### src/rtl/ff_cmd_pkg.sv
// ff_cmd_pkg: op encodings and FSM state type shared by the command arbiter.
package ff_cmd_pkg;
    localparam logic [1:0] OP_SET    = 2'b00;
    localparam logic [1:0] OP_RESET  = 2'b01;
    localparam logic [1:0] OP_TOGGLE = 2'b10;
    localparam logic [1:0] OP_LOAD   = 2'b11;
    typedef enum logic [1:0] {IDLE, GRANT, DRIVE, DONE} state_e;
endpackage

### src/rtl/ff_cmd_arbiter_sr_cell.sv
// sr_cell: one clocked SR storage bit, q_next = S | (~R & q).
module sr_cell (
    input  logic clk,
    input  logic rst,
    input  logic s,
    input  logic r,
    output logic q,
    output logic q_n
);
    logic q_q;
    always_ff @(posedge clk or posedge rst)
        if (rst) q_q <= 1'b0;
        else     q_q <= s | (~r & q_q);
    assign q   = q_q;
    assign q_n = ~q_q;
endmodule

### src/rtl/ff_cmd_arbiter.sv
// ff_cmd_arbiter: round-robin arbiter serializing SET/RESET/TOGGLE/LOAD
// commands onto a bank of SR storage bits, one command per three cycles.
module ff_cmd_arbiter
    import ff_cmd_pkg::*;
#(
    parameter int NREQ = 4,
    parameter int NFF  = 8,
    parameter int IW   = $clog2(NFF),
    localparam int IDW = (NREQ > 1) ? $clog2(NREQ) : 1
) (
    input  logic                 clk,
    input  logic                 rst,
    input  logic [NREQ-1:0]      req_valid,
    output logic [NREQ-1:0]      req_ready,
    input  logic [2*NREQ-1:0]    req_op,
    input  logic [IW*NREQ-1:0]   req_idx,
    input  logic [NREQ-1:0]      req_d,
    output logic [NFF-1:0]       s_drv,
    output logic [NFF-1:0]       r_drv,
    output logic [NFF-1:0]       q,
    output logic                 rsp_valid,
    output logic [IDW-1:0]       rsp_id,
    output logic                 rsp_q,
    output logic                 busy
);
    state_e          state_q, state_d;
    logic [IDW-1:0]  ptr_q, id_q, gnt_id;
    logic [IW-1:0]   idx_q, sel_idx;
    logic [NFF-1:0]  s_drv_q, r_drv_q, q_n;
    logic [1:0]      sel_op;
    logic            gnt_found, sel_d, sel_s, sel_r, take;

    always_comb begin
        gnt_found = 1'b0;
        gnt_id    = '0;
        for (int k = 0; k < NREQ; k++) begin
            if (!gnt_found && req_valid[(int'(ptr_q) + k) % NREQ]) begin
                gnt_found = 1'b1;
                gnt_id    = IDW'((int'(ptr_q) + k) % NREQ);
            end
        end
        sel_op  = req_op[2*int'(gnt_id) +: 2];
        sel_idx = req_idx[IW*int'(gnt_id) +: IW];
        sel_d   = req_d[gnt_id];
        // S and R are complementary per op, so they can never collide
        sel_s   = (sel_op == OP_SET) | ((sel_op == OP_TOGGLE) & q_n[sel_idx]) | ((sel_op == OP_LOAD) & sel_d);
        sel_r   = (sel_op == OP_RESET) | ((sel_op == OP_TOGGLE) & q[sel_idx]) | ((sel_op == OP_LOAD) & ~sel_d);
        take    = (state_q == GRANT) & gnt_found;
        req_ready = take ? NREQ'(1) << gnt_id : '0;
        state_d = (state_q == IDLE || state_q == DONE) ? (|req_valid ? GRANT : IDLE) :
                  (state_q == GRANT) ? (gnt_found ? DRIVE : IDLE) : DONE;
    end

    always_ff @(posedge clk or posedge rst) begin
        if (rst) begin
            state_q <= IDLE;
            ptr_q   <= '0;
            id_q    <= '0;
            idx_q   <= '0;
            s_drv_q <= '0;
            r_drv_q <= '0;
        end else begin
            state_q <= state_d;
            s_drv_q <= take ? NFF'(sel_s) << sel_idx : '0;
            r_drv_q <= take ? NFF'(sel_r) << sel_idx : '0;
            if (take) begin
                id_q  <= gnt_id;
                idx_q <= sel_idx;
                ptr_q <= (gnt_id == IDW'(NREQ - 1)) ? '0 : gnt_id + 1'b1;
            end
        end
    end

    for (genvar i = 0; i < NFF; i++) begin : g_cell
        sr_cell u_cell (
            .clk (clk),
            .rst (rst),
            .s   (s_drv_q[i]),
            .r   (r_drv_q[i]),
            .q   (q[i]),
            .q_n (q_n[i])
        );
    end

    assign s_drv     = s_drv_q;
    assign r_drv     = r_drv_q;
    assign rsp_valid = (state_q == DONE);
    assign rsp_id    = id_q;
    assign rsp_q     = (state_q == DONE) & q[idx_q];
    assign busy      = (state_q != IDLE);
endmodule

### config.mk
export PLATFORM = sky130hd
export DESIGN_NAME = ff_cmd_arbiter
export DESIGN_NICKNAME = d
export VERILOG_FILES = /design/src/rtl/ff_cmd_pkg.sv /design/src/rtl/ff_cmd_arbiter_sr_cell.sv /design/src/rtl/ff_cmd_arbiter.sv
export SDC_FILE = /design/constraint.sdc
export NUM_CORES = 1
export LEC_CHECK = 0
export ABC_AREA = 0
export BUFFER_PORTS_ARGS = -buffer_cell sky130_fd_sc_hd__buf_4
export CAP_MARGIN = 10
export CORE_UTILIZATION = 30
export CTS_CLUSTER_DIAMETER = 100
export CTS_CLUSTER_SIZE = 25
export DETAILED_ROUTE_END_ITERATION = 6
export GPL_ROUTABILITY_DRIVEN = 0
export GPL_TIMING_DRIVEN = 1
export PLACE_DENSITY_LB_ADDON = 0.25
export REMOVE_ABC_BUFFERS = 1
export SKIP_CTS_REPAIR_TIMING = 1
export SYNTH_ARGS = -nofsm -noshare
export SYNTH_HDL_FRONTEND = slang
export SYNTH_SLANG_ARGS = --single-unit
### constraint.sdc
create_clock -name clk -period 5.71 [get_ports clk]
set_input_delay 1.142 -clock clk [delete_from_list [all_inputs] [get_ports clk]]
set_output_delay 1.142 -clock clk [all_outputs]
set_load 0.005 [all_outputs]
Word-level counts from Yosys, hierarchy flattened
Cells that the tools add are included.
{ "classes": {"reduce_logical": 14, "magnitude_cmp": 7, "bitwise_logic": 46, "n_shift": 5, "eq_ne": 6, "multipliers": 1, "add_sub_neg": 4, "muxes": 35} }
{ "op_table": {"columns": ["op", "count"], "rows": [
  ["3-bit by 4-bit less-than comparator with 1-bit output (second input constant)", 5],
  ["1-bit inverter", 17],
  ["1-bit two-way mux", 16],
  ["2-bit two-way mux", 8],
  ["8-bit two-way mux", 2],
  ["1-bit by 3-bit left shift with 8-bit output", 2],
  ["1-bit bitwise AND", 14],
  ["1-bit bitwise OR", 12],
  ["12-bit by 5-bit indexed part select with 3-bit output", 1],
  ["1-bit binary-select mux with 2-bit select", 5],
  ["1-bit binary-select mux with 3-bit select", 3],
  ["2-bit equality test (second input constant)", 4],
  ["8-bit by 4-bit indexed part select with 2-bit output", 1],
  ["2-bit by 3-bit less-than comparator with 1-bit output (second input constant)", 2],
  ["2-bit OR reduction", 3],
  ["2-bit by 1-bit adder with 2-bit output (second input constant)", 2],
  ["2-bit adder (second input constant)", 2],
  ["2-bit by 1-bit equality test with 1-bit output (second input constant)", 2],
  ["2-bit logical NOT", 2],
  ["2-bit by 2-bit multiplier with 4-bit output (first input constant)", 1],
  ["4-bit two-way mux", 1],
  ["4-bit OR reduction", 1],
  ["1-bit by 2-bit left shift with 4-bit output (first input constant)", 1],
  ["1-bit bitwise AND (first input constant)", 3],
  ["other kinds (4)", 8]
]} }
{ "word_totals": {"reg_bits": 33, "input_bits": 30} }

Longest topological paths before layout
{ "depth": {"depth_word": 23, "ltp_mapped": 10} }

Hierarchy
Synthesis repeated with hierarchy kept, for this count alone.
{ "unflattened": {"hier_cells": 255, "area_unflattened_um2": 2294.7} }
{ "modules_own_cells": {"columns": ["mod", "seq_area_each_um2", "area_per_inst_um2", "cells_each", "instances"], "rows": [
  ["ff_cmd_arbiter", 625.6, 1944.4, 223, 1],
  ["sr_cell", 25.0, 43.8, 4, 8]
]} }

Worst setup path after synthesis
Ideal clock, no wire load.
{ "synth_path": {"kind": "in2out", "startpoint": "in req_valid[0]", "endpoint": "out req_ready[3]", "path_slack_ns": 2.357, "n_path_buf": 1, "cell_stages": 7, "arrival_ns": 2.211, "cell_sequence": "and2_2 > o2bb2ai_1 > or2_1 > buf_6 > inv_6 > ha_1 > and3_1"} }
{ "synth_via": {"elab_chain_len": 14, "elab_cells_between_ends": 28} }
{ "synth_lines": {"columns": ["item", "line", "text"], "rows": [
  ["start: declaration", "ff_cmd_arbiter.sv:13", "input logic [NREQ-1:0] req_valid,"],
  ["1-bit binary-select mux with 2-bit select", "ff_cmd_arbiter.sv:37", "if (!gnt_found && req_valid[(int'(ptr_q) + k) % NREQ]) begin"],
  ["1-bit two-way mux (not written as such)", "ff_cmd_arbiter.sv:37", null],
  ["1-bit two-way mux", "ff_cmd_arbiter.sv:37", null],
  ["1-bit logical NOT", "ff_cmd_arbiter.sv:37", null],
  ["1-bit logical AND", "ff_cmd_arbiter.sv:37", null],
  ["1-bit two-way mux", "ff_cmd_arbiter.sv:37", null],
  ["1-bit logical NOT", "ff_cmd_arbiter.sv:37", null],
  ["1-bit logical AND", "ff_cmd_arbiter.sv:37", null],
  ["1-bit two-way mux", "ff_cmd_arbiter.sv:37", null],
  ["1-bit logical NOT", "ff_cmd_arbiter.sv:37", null],
  ["1-bit logical AND", "ff_cmd_arbiter.sv:37", null],
  ["2-bit two-way mux *", "ff_cmd_arbiter.sv:37", null],
  ["via gnt_id[0]", "ff_cmd_arbiter.sv:27", "logic [IDW-1:0] ptr_q, id_q, gnt_id;"],
  ["1-bit by 2-bit left shift with 4-bit output *", "ff_cmd_arbiter.sv:49", "req_ready = take ? NREQ'(1) << gnt_id : '0;"],
  ["4-bit two-way mux *", "ff_cmd_arbiter.sv:49", null],
  ["end: declaration", "ff_cmd_arbiter.sv:14", "output logic [NREQ-1:0] req_ready,"]
]} }
Mark *: on every way through the listed nets, which the timed path passes. The rest lies on a longest branch. The select of a mux whose other input is x is not followed.

Worst setup path in the final report
Ends and elaborated chain as after synthesis.

==> results.md <==
- Status: complete, no violations
- Final worst slack: 1884 ps
- Final #Nets: 300
- #FFs+latches synth: 33
- Area grow syn2layout: 22.56%
- Most frequent cells in the layout: buf_4, dfrtp_1, nand2_1, inv_1, nand3_1
- Final min period: 3826 ps
- Sequential share of the synthesized area: 38.78%
- Mapped Cells: 220
- Leakage: 1.311 nW
- Routed WL per cell: 13.61 um
- Post-synth cell types: 45
- Slew Limit Fails: 0
- Root Driver: clkbuf_8
- Die Y-Extent: 86.25 um
- Post-Route WL: 4885 um
- Clock Latency Late Sink: 290 ps
- Clock slew at reported path FFs: 60 ps
- Routed vias: 1674
- Largest net degree at the start of global routing: 34
- Area of the multi-input gates: 0.001036 mm2
- Final hold vios: 0
- Worst hold path class: flip-flop to flip-flop
- Gr usage total: 14.09%
- FFs w/ async S/R, synth: 100.0%
- CP Max Fanout: 11
- CP Capture Type: output pin
- Die area: 0.007439 mm2
- Hold Slack: 449.6 ps
- Die width: 86.25 um
- EDFF count, synth: 0
- CTS buffer count: 5
- Clock buffer depth: 2
- Row Count: 30
- Syn. warnings: 0
- Worst endpoint data arrival time: 2680 ps
- First-pass GRT wire length: 8100 um
- DRT iter0 DRCs: 70
- Post-Route Skew: 9.619 ps
- Slowest stage delay, CP: 500 ps
- Mapped Avg Cell Area: 9.680 um2
- IO Pins: 63
- Final global-route overflow total: 0
- Synthesized area: 0.002130 mm2
- Initial antenna violation count: 0
- Critical Path RT: 4570 ps
- Cell taking the most area after synthesis: dfrtp_1
- ANT cells: 0
- Layout fillers: 731
- Most common cell after layout, fill and taps aside: buf_4
- MaxCap Viol Count: 0
- Power density cells: 473.4 mW/mm2
- Post-route setup TNS: 0 ps
- Share of the synthesized area in the top cell type: 38.78%
- H-tree depth: 2
- Crit start category: input pin
- DRC Markers: 0
- Setup WS pre-CTS: 1872 ps
- Synth top area cells: dfrtp_1, buf_4, ha_1
- Area of the core: 0.006832 mm2
- WS Path Type: input pin to output pin
- Relative slew slack: 60.99%
- Initial Util: 31.17%
- VDD IR max: 134.7 uV
- Maximum clock frequency: 0.2614 GHz
- Reg area: 825.8 um2
- Clk sink count: 33
- CTS tree: yes
- Ratio of final minimum period to clock period: 67.00%
- ANT nets after route: 0
- Vias in the first global route: 1643
- Cell Chain, Critical Path: buf_4 > and2_2 > o2bb2ai_1 > or2_1 > inv_6 > ha_1 > and3_1 > buf_4
- IO buf count: 62
- DR pass1 iterations: 4
- Least-Margin Pin Slew: 568.9 ps
- Share of cells above drive strength 1: 34.60%
- CP max-delay cell: or2_1
- Unrepaired setup endpoints after global routing: false
- HPWL after detailed placement: 3765 um
- Count of final setup violators: 0
- DR vias/cell: 4.663
- Main synth FF type: dfrtp_1
- Most used cell, CP: buf_4
metrics by stage:
stage	area (um2)	instances	utilization, %	total power [mW]
after floorplan	1931	193	-	0.8175
after global placement	2524	352	36.94	1.059
after detailed placement	2524	352	36.94	1.071
after CTS	2610	359	38.21	1.251
after global routing	2610	359	38.21	1.347
final	2610	359	38.21	1.236
cell type report:
| type | instances | share of cell area (%) |
|---|---|---|
| timing repair buffer | 63 | 18.12 |
| inverter | 17 | 2.637 |
| clock buffer | 7 | 3.308 |
| sequential | 33 | 31.64 |
| tap | 96 | 4.602 |
| multi-input combinational | 143 | 39.69 |
cell families (layout without fill, tap and decap cells):
logic type               Yosys count  after routing  share of synthesized area (%)
AO/OA/AOI/OAI                     43             43                          15.98
adder cells (fa/ha/maj)            7              7                          4.113
multiplexers                      14             14                          8.578
buffers and inverters             44             87                          12.57
AND/OR/NAND/NOR                   79             79                          19.98
flip-flops                        33             33                          38.78
synth_stat cells (2+ instances only):
| cell type | instances |
|---|---|
| a211oi_2 | 2 |
| a21o_1 | 8 |
| a21oi_1 | 5 |
| and2_1 | 5 |
| and3_1 | 8 |
| buf_4 | 24 |
| clkbuf_1 | 2 |
| dfrtp_1 | 33 |
| ha_1 | 7 |
| inv_1 | 15 |
| mux2_2 | 4 |
| mux2i_1 | 7 |
| mux4_2 | 3 |
| nand2_1 | 23 |
| nand2b_1 | 3 |
| nand3_1 | 14 |
| nor2_1 | 11 |
| nor2b_1 | 3 |
| nor3_1 | 2 |
| nor4_1 | 2 |
| o211a_1 | 4 |
| o21ai_0 | 11 |
| o21bai_1 | 2 |
state kept, by name, indices dropped and copies added (netlist names):
name and flops:
state_q 2, ptr_q 2, s_drv 8, idx_q 3, g_cell.u_cell.q 8, r_drv 8, rsp_id 2
routing by layer:
| layer | up-vias | wire length (um) | share of wire, % | track usage [%] |
|---|---|---|---|---|
| met2 | 43 | 2328 | 48 | 23.30 |
| met4 | 0 | 71 | 1.5 | 4.545 |
| met3 | 6 | 215 | 4.4 | 3.143 |
| met5 | - | 0 | 0 | 0 |
| met1 | 803 | 2269 | 46 | 18.33 |
| li1 | 822 | - | - | - |
critical path: cells and delay by family:
kind	cells	cell delay, ps
compound gates	1	150
fa+ha+maj	1	230
buf+inv	3	340
simple gates	3	830
where the power goes:
group	switching [mW]	internal (mW)
clock	0.0799	0.0955
combinational	0.359	0.312
sequential	0.0768	0.312
final timing paths:
| kind | depth (start not counted) | endpoint | slack, ps | from |
|---|---|---|---|---|
| max | 8 | req_ready[3] | 1880 | req_valid[0] |
| min | 1 | g_cell[4].u_cell.q | 450 | s_drv[4] |
| max reg2reg | 7 | s_drv[0] | 2780 | ptr_q[1] |
| min reg2reg | 1 | g_cell[4].u_cell.q | 450 | s_drv[4] |
| max in group asynchronous | 3 | state_q[0] | 4470 | rst |
| min in group asynchronous | 3 | g_cell[7].u_cell.q | 940 | rst |
(Power assumes the default switching activity.)
